==> src/rtl/fir_addr_seq_pkg.sv <==
// Shared definitions for the FIR address sequencer: state encoding and default geometry.
// Also imported by the datapath bench so both agree on the memory map.
package fir_addr_seq_pkg;

    localparam int DEF_ADDR_W = 8;
    localparam int DEF_TAPS   = 16;
    localparam int DEF_BASE_X = 0;
    localparam int DEF_BASE_C = 128;

    typedef enum logic [2:0] {
        S_IDLE,
        S_WRITE,
        S_CALC,
        S_FLUSH,
        S_DONE
    } state_t;

endpackage

==> src/rtl/fir_addr_seq_if.sv <==
// Control/address bundle between the sequencer and the FIR address register stage.
// The slave side is the sequencer; the master side requests samples and consumes addresses.
interface fir_addr_seq_if
    import fir_addr_seq_pkg::*;
#(
    parameter int ADDR_W = DEF_ADDR_W
);

    logic              start;
    logic [ADDR_W-1:0] x_addr;
    logic [ADDR_W-1:0] c_addr;
    logic              ld;
    logic              mem_we;
    logic              acc_clr;
    logic              acc_en;
    logic              busy;
    logic              done;

    modport master (
        output start,
        input  x_addr, c_addr, ld, mem_we, acc_clr, acc_en, busy, done
    );

    modport slave (
        input  start,
        output x_addr, c_addr, ld, mem_we, acc_clr, acc_en, busy, done
    );

endinterface

==> src/rtl/fir_addr_seq_tap_counter.sv <==
// Modulo-MOD up-counter with synchronous clear and enable; wraps by compare, so MOD
// need not be a power of two.
module fir_addr_seq_tap_counter #(
    parameter int W   = 8,
    parameter int MOD = 16
)(
    input  logic         clk,
    input  logic         rst_n,
    input  logic         i_clr,
    input  logic         i_en,
    output logic [W-1:0] o_count,
    output logic         o_last
);

    localparam logic [W-1:0] LAST = W'(MOD - 1);

    logic [W-1:0] r_count;

    always_ff @(posedge clk or negedge rst_n) begin
        if (!rst_n) begin
            r_count <= '0;
        end else if (i_clr) begin
            r_count <= '0;
        end else if (i_en) begin
            r_count <= (r_count == LAST) ? '0 : r_count + 1'b1;
        end
    end

    assign o_count = r_count;
    assign o_last  = (r_count == LAST);

endmodule

==> src/rtl/fir_addr_seq.sv <==
// FIR address sequencer: writes the new sample into a circular delay line, then walks
// every tap issuing paired sample/coefficient addresses with accumulator control.
module fir_addr_seq
    import fir_addr_seq_pkg::*;
#(
    parameter int ADDR_W = DEF_ADDR_W,
    parameter int TAPS   = DEF_TAPS,
    parameter int BASE_X = DEF_BASE_X,
    parameter int BASE_C = DEF_BASE_C
)(
    input logic           clk,
    input logic           rst_n,
    fir_addr_seq_if.slave bus
);

    localparam logic [ADDR_W-1:0] BASE_X_A = ADDR_W'(BASE_X);
    localparam logic [ADDR_W-1:0] BASE_C_A = ADDR_W'(BASE_C);
    localparam logic [ADDR_W-1:0] TAPS_A   = ADDR_W'(TAPS);

    state_t            r_state;
    state_t            w_next_state;

    logic [ADDR_W-1:0] r_x_addr;
    logic [ADDR_W-1:0] r_c_addr;
    logic              r_ld;
    logic              r_mem_we;
    logic              r_acc_clr;
    logic              r_acc_en;
    logic              r_busy;
    logic              r_done;

    logic [ADDR_W-1:0] w_x_addr;
    logic [ADDR_W-1:0] w_c_addr;
    logic              w_ld;
    logic              w_mem_we;
    logic              w_acc_clr;
    logic              w_acc_en;
    logic              w_busy;
    logic              w_done;

    logic              w_k_clr;
    logic              w_k_en;
    logic              w_wp_en;
    logic [ADDR_W-1:0] w_k;
    logic              w_k_last;
    logic [ADDR_W-1:0] w_wr_ptr;
    logic              w_unused_wp_last;
    logic [ADDR_W-1:0] w_k_issue;
    logic [ADDR_W-1:0] w_tap_x;

    fir_addr_seq_tap_counter #(.W(ADDR_W), .MOD(TAPS)) u_k_cnt (
        .clk     (clk),
        .rst_n   (rst_n),
        .i_clr   (w_k_clr),
        .i_en    (w_k_en),
        .o_count (w_k),
        .o_last  (w_k_last)
    );

    fir_addr_seq_tap_counter #(.W(ADDR_W), .MOD(TAPS)) u_wp_cnt (
        .clk     (clk),
        .rst_n   (rst_n),
        .i_clr   (1'b0),
        .i_en    (w_wp_en),
        .o_count (w_wr_ptr),
        .o_last  (w_unused_wp_last)
    );

    // k tracks the tap currently on the outputs; CALC therefore prepares tap k+1.
    assign w_k_issue = (r_state == S_CALC) ? w_k + 1'b1 : w_k;
    assign w_tap_x   = (w_wr_ptr >= w_k_issue) ? (w_wr_ptr - w_k_issue)
                                               : (w_wr_ptr + (TAPS_A - w_k_issue));

    always_comb begin
        w_next_state = r_state;
        w_x_addr     = r_x_addr;
        w_c_addr     = r_c_addr;
        w_ld         = 1'b0;
        w_mem_we     = 1'b0;
        w_acc_clr    = 1'b0;
        w_acc_en     = 1'b0;
        w_busy       = 1'b0;
        w_done       = 1'b0;
        w_k_clr      = 1'b0;
        w_k_en       = 1'b0;
        w_wp_en      = 1'b0;
        case (r_state)
            S_IDLE: begin
                w_k_clr = 1'b1;
                if (bus.start) begin
                    w_next_state = S_WRITE;
                    w_mem_we     = 1'b1;
                    w_ld         = 1'b1;
                    w_acc_clr    = 1'b1;
                    w_busy       = 1'b1;
                    w_x_addr     = BASE_X_A + w_wr_ptr;
                end
            end
            S_WRITE: begin
                w_next_state = S_CALC;
                w_ld         = 1'b1;
                w_busy       = 1'b1;
                w_x_addr     = BASE_X_A + w_tap_x;
                w_c_addr     = BASE_C_A + w_k_issue;
            end
            S_CALC: begin
                w_busy   = 1'b1;
                w_acc_en = 1'b1;
                if (w_k_last) begin
                    w_next_state = S_FLUSH;
                end else begin
                    w_k_en   = 1'b1;
                    w_ld     = 1'b1;
                    w_x_addr = BASE_X_A + w_tap_x;
                    w_c_addr = BASE_C_A + w_k_issue;
                end
            end
            S_FLUSH: begin
                w_next_state = S_DONE;
                w_busy       = 1'b1;
                w_done       = 1'b1;
            end
            S_DONE: begin
                w_next_state = S_IDLE;
                w_wp_en      = 1'b1;
            end
            default: begin
                w_next_state = S_IDLE;
            end
        endcase
    end

    always_ff @(posedge clk or negedge rst_n) begin
        if (!rst_n) begin
            r_state   <= S_IDLE;
            r_x_addr  <= '0;
            r_c_addr  <= '0;
            r_ld      <= 1'b0;
            r_mem_we  <= 1'b0;
            r_acc_clr <= 1'b0;
            r_acc_en  <= 1'b0;
            r_busy    <= 1'b0;
            r_done    <= 1'b0;
        end else begin
            r_state   <= w_next_state;
            r_x_addr  <= w_x_addr;
            r_c_addr  <= w_c_addr;
            r_ld      <= w_ld;
            r_mem_we  <= w_mem_we;
            r_acc_clr <= w_acc_clr;
            r_acc_en  <= w_acc_en;
            r_busy    <= w_busy;
            r_done    <= w_done;
        end
    end

    assign bus.x_addr  = r_x_addr;
    assign bus.c_addr  = r_c_addr;
    assign bus.ld      = r_ld;
    assign bus.mem_we  = r_mem_we;
    assign bus.acc_clr = r_acc_clr;
    assign bus.acc_en  = r_acc_en;
    assign bus.busy    = r_busy;
    assign bus.done    = r_done;

endmodule

==> src/flat_wrapper.sv <==
// flat-port wrapper written by rule: the top's interface ports become plain ports
module fir_addr_seq_flat import fir_addr_seq_pkg::*;
#(
    parameter int ADDR_W = DEF_ADDR_W,
    parameter int TAPS   = DEF_TAPS,
    parameter int BASE_X = DEF_BASE_X,
    parameter int BASE_C = DEF_BASE_C
)
  (clk, rst_n, bus_start, bus_x_addr, bus_c_addr, bus_ld, bus_mem_we, bus_acc_clr, bus_acc_en, bus_busy, bus_done);
  fir_addr_seq_if #(.ADDR_W(ADDR_W)) bus_i ();
  input logic clk;
  input logic rst_n;
  input wire logic [$bits(bus_i.start)-1:0] bus_start;
  output wire logic [$bits(bus_i.x_addr)-1:0] bus_x_addr;
  output wire logic [$bits(bus_i.c_addr)-1:0] bus_c_addr;
  output wire logic [$bits(bus_i.ld)-1:0] bus_ld;
  output wire logic [$bits(bus_i.mem_we)-1:0] bus_mem_we;
  output wire logic [$bits(bus_i.acc_clr)-1:0] bus_acc_clr;
  output wire logic [$bits(bus_i.acc_en)-1:0] bus_acc_en;
  output wire logic [$bits(bus_i.busy)-1:0] bus_busy;
  output wire logic [$bits(bus_i.done)-1:0] bus_done;
  assign bus_i.start = bus_start;
  assign bus_x_addr = bus_i.x_addr;
  assign bus_c_addr = bus_i.c_addr;
  assign bus_ld = bus_i.ld;
  assign bus_mem_we = bus_i.mem_we;
  assign bus_acc_clr = bus_i.acc_clr;
  assign bus_acc_en = bus_i.acc_en;
  assign bus_busy = bus_i.busy;
  assign bus_done = bus_i.done;
  fir_addr_seq #(.ADDR_W(ADDR_W), .TAPS(TAPS), .BASE_X(BASE_X), .BASE_C(BASE_C)) u_core (.clk(clk), .rst_n(rst_n), .bus(bus_i));
endmodule
==> config.mk <==
export PLATFORM = sky130hd
export DESIGN_NAME = fir_addr_seq_flat
export DESIGN_NICKNAME = d
export VERILOG_FILES = /design/src/rtl/fir_addr_seq_pkg.sv /design/src/rtl/fir_addr_seq_if.sv /design/src/rtl/fir_addr_seq_tap_counter.sv /design/src/rtl/fir_addr_seq.sv /design/src/flat_wrapper.sv
export SDC_FILE = /design/constraint.sdc
export NUM_CORES = 1
export LEC_CHECK = 0
export CAP_MARGIN = 5
export CORE_AREA = 4 4 68 82
export CTS_CLUSTER_DIAMETER = 100
export CTS_CLUSTER_SIZE = 16
export DETAILED_ROUTE_END_ITERATION = 12
export DIE_AREA = 0 0 72 86
export PLACE_DENSITY = 0.83
export REMOVE_ABC_BUFFERS = 1
export SETUP_SLACK_MARGIN = 0.05
export SLEW_MARGIN = 20
export SYNTH_ARGS = -nofsm -noshare
export SYNTH_HDL_FRONTEND = slang
export SYNTH_SLANG_ARGS = --single-unit
==> constraint.sdc <==
create_clock -name clk -period 10 [get_ports clk]
set_input_delay 2 -clock clk [delete_from_list [all_inputs] [get_ports clk]]
set_output_delay 2 -clock clk [all_outputs]
set_load 0.02 [all_outputs]
==> impl_metrics.csv, run 1 <==
group,metric,value,unit
detailed_routing,routed_wl,7130,um
critical_path,critical_path.endpoint_type,"flip-flop",
cells_and_area,fin_util,68.2,%
critical_path,crit_arrival,3.99,ns
global_routing,grt_use_total,25.0,%
clock_network,cts_root_buf,"clkbuf_8",
placed_design,dp_hpwl,5230,um
floorplan,die_w,72,um
floorplan,die_y,86,um
sta,layout_min_cycle_time,3.81,ns
sta,rsz0062_at_grt,"no",
power_and_ir_drop,ir_drop,0.280,mV
clock_network,numCtsBuffers,5,
critical_path,cpPeakStageDelay,0.53,ns
clock_network,postCtsResizedCells,0,
sta,worst_slack,6.19,ns
synthesis,synth.cell_area,0.00292,mm^2
placed_design,dpl_worst_slack,6.23,ns
synthesis,syn_inst,337,
cells_and_area,final_nets,373,
detailed_routing,detail-route-antenna-nets,0,
clock_network,post_cts_buffers,0,
synthesis,ys_seq_area_share,34.2,%
sta,final-hold-violation-count,0,
sta,max_freq,262,MHz
power_and_ir_drop,seqPwrFrac,23.0,%
detailed_routing,drt_iter0_markers,183,
power_and_ir_drop,power,0.00120,W
sta,finalCritPeriodShare,38.1,%
placed_design,routabilityCongestion,0.902,
synthesis,synth_edf_count,0,
critical_path,slowest_stage,"dfrtp_1",
flow_run,cap_violations,0,
detailed_routing,vias,2551,
power_and_ir_drop,p_comb_share,64.1,%
floorplan,initial_core_util,60.5,%
synthesis,ys_seq_elements,40,
critical_path,critical_path_class,"flip-flop to flip-flop",
min_path,hp-class,"flip-flop to flip-flop",
power_and_ir_drop,p_sw_share,46.8,%
critical_path,cp.required,10.18,ns
clock_network,path_clk_slew,0.08,ns
sta,relSlewSlack,41.3,%
synthesis,synthDominantCellAreaShare,34.2,%
synthesis,avgSynthCellArea,8.67,um^2
global_routing,gr-total-overflow,0,
cells_and_area,area_growth,12.8,%
sta,fin_worst_skew,0.00665,ns
floorplan,core-area,0.00483,mm^2
synthesis,yosysTopAreaCell,"dfrtp_1",
synthesis,ys.flop_type,"dfrtp_1",
sta,final.setup.tns,0,ns
sta,slew_violations,0,
floorplan,rows,28,
clock_network,hold_buffers,0,
detailed_routing,drc_errors,0,
synthesis,synth_cell_types,66,
power_and_ir_drop,switchingPower,0.000562,W
sta,tightest_slew,0.880,ns
placed_design,portBuffers,24,
critical_path,cp-start-kind,"flip-flop",
clock_network,cts_tree,"built",
synthesis,synth_area_leaders,"dfrtp_1 34%, ha_1 5.6%, nor2_1 5.4%",
global_routing,grt_pass1_vias,2541,
power_and_ir_drop,total_leakage_power,1.42,nW
detailed_routing,viasPerCell,6.16,
power_and_ir_drop,powerDensity,364,mW/mm^2
detailed_routing,wl_per_cell,17.2,um
critical_path,crit_chain,"or3b_4 -> xnor2_1 -> ha_1 -> inv_1 -> fa_1 -> a21o_1 -> maj3_2 -> maj3_2 -> a21oi_4 -> mux2i_1 -> o21ai_1 -> mux2_2",
global_routing,antenna_found_initial,0,
sta,setup_viol,0,
clock_network,cts_max_level,2,
critical_path,r2r_slack,6.19,ns
power_and_ir_drop,internal_power,0.000638,W
run_status,status,"finished clean",
critical_path,crit_fanout,14,
synthesis,yosys_warnings,0,
power_and_ir_drop,clkPwrFrac,12.9,%
global_routing,grt_pass1_wl,12100,um
clock_network,clockBufferDepth,2,
synthesis,synth_async_sr_flop_share,100,%
clock_network,clock_sinks,40,
cells_and_area,n_antenna_cell,0,
critical_path,critical_path.most_common_cell,"maj3_2",
clock_network,clk_latency,0.29,ns
floorplan,pin_count,25,
detailed_routing,first_pass_iters,4,
cells_and_area,drive_gt1_share,7.63,%
floorplan,die_area,0.00619,mm^2
global_routing,grt_max_degree,41,
==> worst max-delay path: cells and delay by family, from the launching register on <==
family	cells	cell delay, ns
flops	1	0.53
fa+ha+maj	4	1.33
compound gates	3	0.49
simple gates	1	0.52
buf+inv	1	0.06
xor+xnor	1	0.28
mux	2	0.49
==> synth_stat cells (all sizes together), types with 5 or more instances <==
cell,n
inv,24
o21ai,20
xor2,5
a21o,6
nand3,14
ha,13
clkbuf,7
maj3,5
a21oi,19
dfrtp,40
buf,9
nor2,43
mux2i,5
nor3,12
xnor2,15
nand2,22
==> sequential cells by signal, summed over array words and instances (netlist names) <==
signal	flops
u_core.bus.acc_en	1
u_core.bus.busy	1
u_core.bus.c_addr	8
u_core.bus.done	1
u_core.bus.ld	1
u_core.bus.mem_we	1
u_core.bus.x_addr	8
u_core.r_state	3
u_core.u_k_cnt.o_count	8
u_core.u_wp_cnt.o_count	8
==> layout make-up <==
| type | count | area (um^2) |
|---|---|---|
| repair buffers | 26 | 250 |
| multi-input cells | 257 | 1750 |
| well taps | 60 | 75.1 |
| clock inverters | 2 | 60.1 |
| inverters | 24 | 90.1 |
| fillers | 411 | 1540 |
| flip-flops and latches | 40 | 1000 |
| clock buffers | 5 | 68.8 |
==> cell usage in the layout, fill, tap and decap left out, types with 4 or more instances in the layout <==
master           synthesis  layout
nand2_1                 22      22
clkdlybuf4s50_1          0      23
o21ai_0                 16      16
and4_1                   4       4
a221oi_1                 4       4
a21oi_1                 18      18
mux2_2                   4       4
nand3_1                 14      14
xnor2_1                 14      14
a21o_1                   6       6
nor2_1                  42      42
mux2i_1                  5       5
nor2b_1                  4       4
xor2_1                   5       5
ha_1                    13      13
clkbuf_8                 0       5
and2_1                   4       4
dfrtp_1                 40      40
nor3_1                  11      11
o21ai_1                  4       4
inv_1                   23      23
or3_1                    4       4
==> power groups by stage <==
| stage | clock network, W | logic (W) | registers (W) |
|---|---|---|---|
| 6_report | 0.000155 | 0.000769 | 0.000276 |
| 5_1_grt | 0.000164 | 0.000843 | 0.000286 |
| 4_1_cts | 0.000158 | 0.000760 | 0.000276 |
| 3_5_place_dp | 0 | 0.000746 | 0.000279 |
| 3_3_place_gp | 0 | 0.000730 | 0.000274 |
| 2_1_floorplan | 0 | 0.000476 | 0.000314 |
==> through the flow <==
step / cell area (um^2) / std cells / hold WS [ns]
final: 3300 / 414 / 0.490
after floorplan: 2840 / 321 / 0.486
after global placement: 3170 / 407 / 0.469
after global routing: 3300 / 414 / 0.524
after detailed placement: 3170 / 407 / 0.478
after CTS: 3300 / 414 / 0.497
==> cells by family (layout without fill, tap and decap cells) <==
| family | count (synthesis) | count (layout) | share of synthesized area, % |
|---|---|---|---|
| multiplexers | 9 | 9 | 3.25 |
| XOR/XNOR | 21 | 21 | 7.02 |
| AO/OA/AOI/OAI | 78 | 78 | 18.1 |
| buffers and inverters | 40 | 57 | 5.86 |
| flip-flops | 40 | 40 | 34.2 |
| adder cells (fa/ha/maj) | 21 | 21 | 9.42 |
| AND/OR/NAND/NOR | 128 | 128 | 22.1 |
==> per-layer routing <==
metal	share of wire (%)	track usage [%]	vias up
li1	-	-	1223
met1	41	30.7	1214
met2	50	43.4	95
met3	6.4	4.22	19
met4	2.5	9.74	0
met5	0	0	-
==> path summary, 6_finish.rpt <==
path	startpoint	end	cells after the start
max	u_core.r_state[1]$_DFFE_PN0P_	u_core.bus.x_addr[1]$_DFFE_PN0P_	12
min	u_core.bus.x_addr[3]$_DFFE_PN0P_	u_core.bus.x_addr[3]$_DFFE_PN0P_	2
max reg2reg	u_core.r_state[1]$_DFFE_PN0P_	u_core.bus.x_addr[1]$_DFFE_PN0P_	12
min reg2reg	u_core.bus.x_addr[3]$_DFFE_PN0P_	u_core.bus.x_addr[3]$_DFFE_PN0P_	2
max in group asynchronous	rst_n	u_core.u_k_cnt.o_count[2]$_DFFE_PN0P_	1
min in group asynchronous	rst_n	u_core.u_wp_cnt.o_count[4]$_DFFE_PN0N_	1
Note: power is estimated with default switching activity, not from simulation.
==> inputs of run 2 (changes only) <==
--- a/config.mk
+++ b/config.mk
@@ -6,12 +6,12 @@
 export NUM_CORES = 1
 export LEC_CHECK = 0
 export CAP_MARGIN = 5
-export CORE_AREA = 4 4 68 82
+export CORE_AREA = 4 4 73 89
 export CTS_CLUSTER_DIAMETER = 100
 export CTS_CLUSTER_SIZE = 16
 export DETAILED_ROUTE_END_ITERATION = 12
-export DIE_AREA = 0 0 72 86
-export PLACE_DENSITY = 0.83
+export DIE_AREA = 0 0 77 93
+export PLACE_DENSITY = 0.75
 export REMOVE_ABC_BUFFERS = 1
 export SETUP_SLACK_MARGIN = 0.05
 export SLEW_MARGIN = 20
==> constraint.sdc (replaced) <==
create_clock -name clk -period 3.4 [get_ports clk]
set_input_delay 0.68 -clock clk [delete_from_list [all_inputs] [get_ports clk]]
set_output_delay 0.68 -clock clk [all_outputs]
set_load 0.02 [all_outputs]
==> impl_metrics.csv, run 2 (synthesis results as in run 1) <==
group,metric,value,unit
power_and_ir_drop,total_leakage_power,1.56,nW
critical_path,critPathLaunch,"u_core.r_state[2]$_DFFE_PN0P_",
global_routing,gr-total-overflow,0,
cells_and_area,mostFrequentLayoutCells,"40 x nor2_1, 38 x dfrtp_1, 32 x buf_4",
sta,final-hold-violation-count,0,
sta,slew_violations,0,
sta,relSlewSlack,38.7,%
cells_and_area,drive_gt1_share,21.1,%
clock_network,cts_tree,"built",
floorplan,core-area,0.00559,mm^2
sta,max_freq,299,MHz
power_and_ir_drop,ir_drop,0.773,mV
critical_path,crit_fanout,7,
clock_network,cts_root_buf,"clkbuf_8",
detailed_routing,routed_wl,7490,um
floorplan,initial_core_util,52.3,%
sta,setup_viol,0,
critical_path,cpPeakStageDelay,0.47,ns
detailed_routing,wl_per_cell,16.7,um
cells_and_area,area_growth,22.9,%
detailed_routing,drt_iter0_markers,192,
critical_path,rr_startpoint,"u_core.r_state[2]$_DFFE_PN0P_",
floorplan,die_y,93,um
sta,worst_slack,0.0510,ns
detailed_routing,first_pass_iters,5,
global_routing,grt_use_total,22.3,%
run_status,status,"finished clean",
detailed_routing,drc_errors,0,
critical_path,reg2reg_depth,17,
clock_network,clock_sinks,40,
floorplan,die_area,0.00716,mm^2
placed_design,dp_hpwl,5420,um
sta,holdWs,0.477,ns
critical_path,crit_path_end,"u_core.bus.x_addr[7]$_DFFE_PN0P_",
cells_and_area,fin_area,0.00359,mm^2
sta,tightest_slew,0.920,ns
critical_path,cp.required,3.56,ns
cells_and_area,n_antenna_cell,0,
sta,fin_worst_skew,0.00707,ns
clock_network,numCtsBuffers,5,
cells_and_area,final_common_cell,"nor2_1",
placed_design,portBuffers,24,
critical_path,r2r_slack,0.05,ns
global_routing,antenna_found_initial,0,
power_and_ir_drop,powerDensity,1050,mW/mm^2
global_routing,grt_pass1_wl,12700,um
clock_network,clockBufferDepth,2,
placed_design,dpl_cell_area,0.00337,mm^2
global_routing,grt_max_degree,41,
placed_design,dpl_worst_slack,-0.0830,ns
floorplan,rows,30,
global_routing,grt_pass1_vias,2652,
clock_network,path_clk_slew,0.08,ns
critical_path,crit_arrival,3.51,ns
floorplan,die_w,77,um
detailed_routing,detail-route-antenna-nets,0,
critical_path,crit_chain,"or3b_4 -> xnor2_2 -> buf_4 -> ha_4 -> inv_4 -> ha_4 -> inv_2 -> fa_2 -> nor3b_2 -> nand3_1 -> o311ai_2 -> buf_4 -> nor2_2 -> a211oi_2 -> nor3_1 -> o21ai_1 -> o311ai_1",
clock_network,clk_latency,0.30,ns
flow_run,cap_violations,0,
cells_and_area,fin_util,64.2,%
floorplan,pin_count,25,
sta,rsz0062_at_grt,"yes",
clock_network,cts_max_level,2,
critical_path,cp-start-kind,"flip-flop",
detailed_routing,viasPerCell,5.84,
cells_and_area,num-fill-cells,468,
critical_path,r2r_end,"u_core.bus.x_addr[7]$_DFFE_PN0P_",
critical_path,critical_path_class,"flip-flop to flip-flop",
critical_path,slowest_stage,"fa_2",
sta,final.setup.tns,0,ns
placed_design,routabilityCongestion,0.897,
cells_and_area,final_nets,403,
critical_path,critical_path.endpoint_type,"flip-flop",
min_path,hp-class,"flip-flop to flip-flop",
detailed_routing,vias,2616,
sta,finalCritPeriodShare,98.5,%
sta,layout_min_cycle_time,3.35,ns
-- run 2: layout make-up --
cell class | count | area (um^2) | share of cell area [%]
Tap cell | 64 | 80.1 | 2.23
Timing Repair Buffer | 56 | 475 | 13.2
Clock buffer | 6 | 72.6 | 2.02
Inverter | 24 | 92.6 | 2.58
Clock inverter | 1 | 5.00 | 0.139
Sequential cell | 40 | 1000 | 27.9
Multi-Input combinational cell | 257 | 1860 | 51.8
-- run 2: power by group --
part	leakage, nW	switching (W)	internal (W)
combinational	1.00	0.00151	0.00120
clock	0.0410	0.000169	0.000140
sequential	0.512	0.000107	0.000648
total	1.56	0.00179	0.00199
-- run 2: critical path: cells and delay by family, from the launching register on --
kind	cells	cell delay [ns]
AND/OR/NAND/NOR	5	0.87
buffers and inverters	4	0.41
flip-flops	1	0.39
AO/OA/AOI/OAI	4	0.62
XOR/XNOR	1	0.16
adder cells (fa/ha/maj)	3	0.76
-- run 2: worst min-delay path by stage --
stage	from	end	slack, ns	cells past startpoint
after floorplan	rst_n	u_core.bus.acc_en$_DFF_PN0_	0.38	0
after global placement	u_core.bus.c_addr[7]$_DFFE_PN0P_	u_core.bus.c_addr[7]$_DFFE_PN0P_	0.46	2
after detailed placement	u_core.bus.c_addr[7]$_DFFE_PN0P_	u_core.bus.c_addr[7]$_DFFE_PN0P_	0.47	2
after CTS	u_core.bus.c_addr[7]$_DFFE_PN0P_	u_core.bus.c_addr[7]$_DFFE_PN0P_	0.49	2
after global routing	u_core.bus.c_addr[7]$_DFFE_PN0P_	u_core.bus.c_addr[7]$_DFFE_PN0P_	0.54	2
final	u_core.bus.c_addr[7]$_DFFE_PN0P_	u_core.bus.c_addr[7]$_DFFE_PN0P_	0.48	2
-- run 2: per-stage QoR --
stage,instances,power (W)
2_1_floorplan,321,0.00232
3_3_place_gp,438,0.00314
3_5_place_dp,438,0.00319
4_1_cts,445,0.00355
5_1_grt,448,0.00412
6_report,448,0.00377
-- run 2: metal layers --
| metal | part of all wire (%) | vias up | GRT usage, % |
|---|---|---|---|
| met5 | 0 | - | 0 |
| met4 | 3.1 | 0 | 10.2 |
| li1 | - | 1282 | - |
| met2 | 50 | 81 | 37.5 |
| met1 | 42 | 1234 | 28.1 |
| met3 | 4.7 | 19 | 3.47 |
-- run 2: timing repair --
item                                    in CTS  in global routing
hold endpoints to repair                     0                  0
gates cloned                                 0                  0
endpoints found under the setup margin       6                  7
hold buffers                                 0                  0
setup buffers                                0                  3
pin swaps                                    4                 12
resized for setup                            6                 26
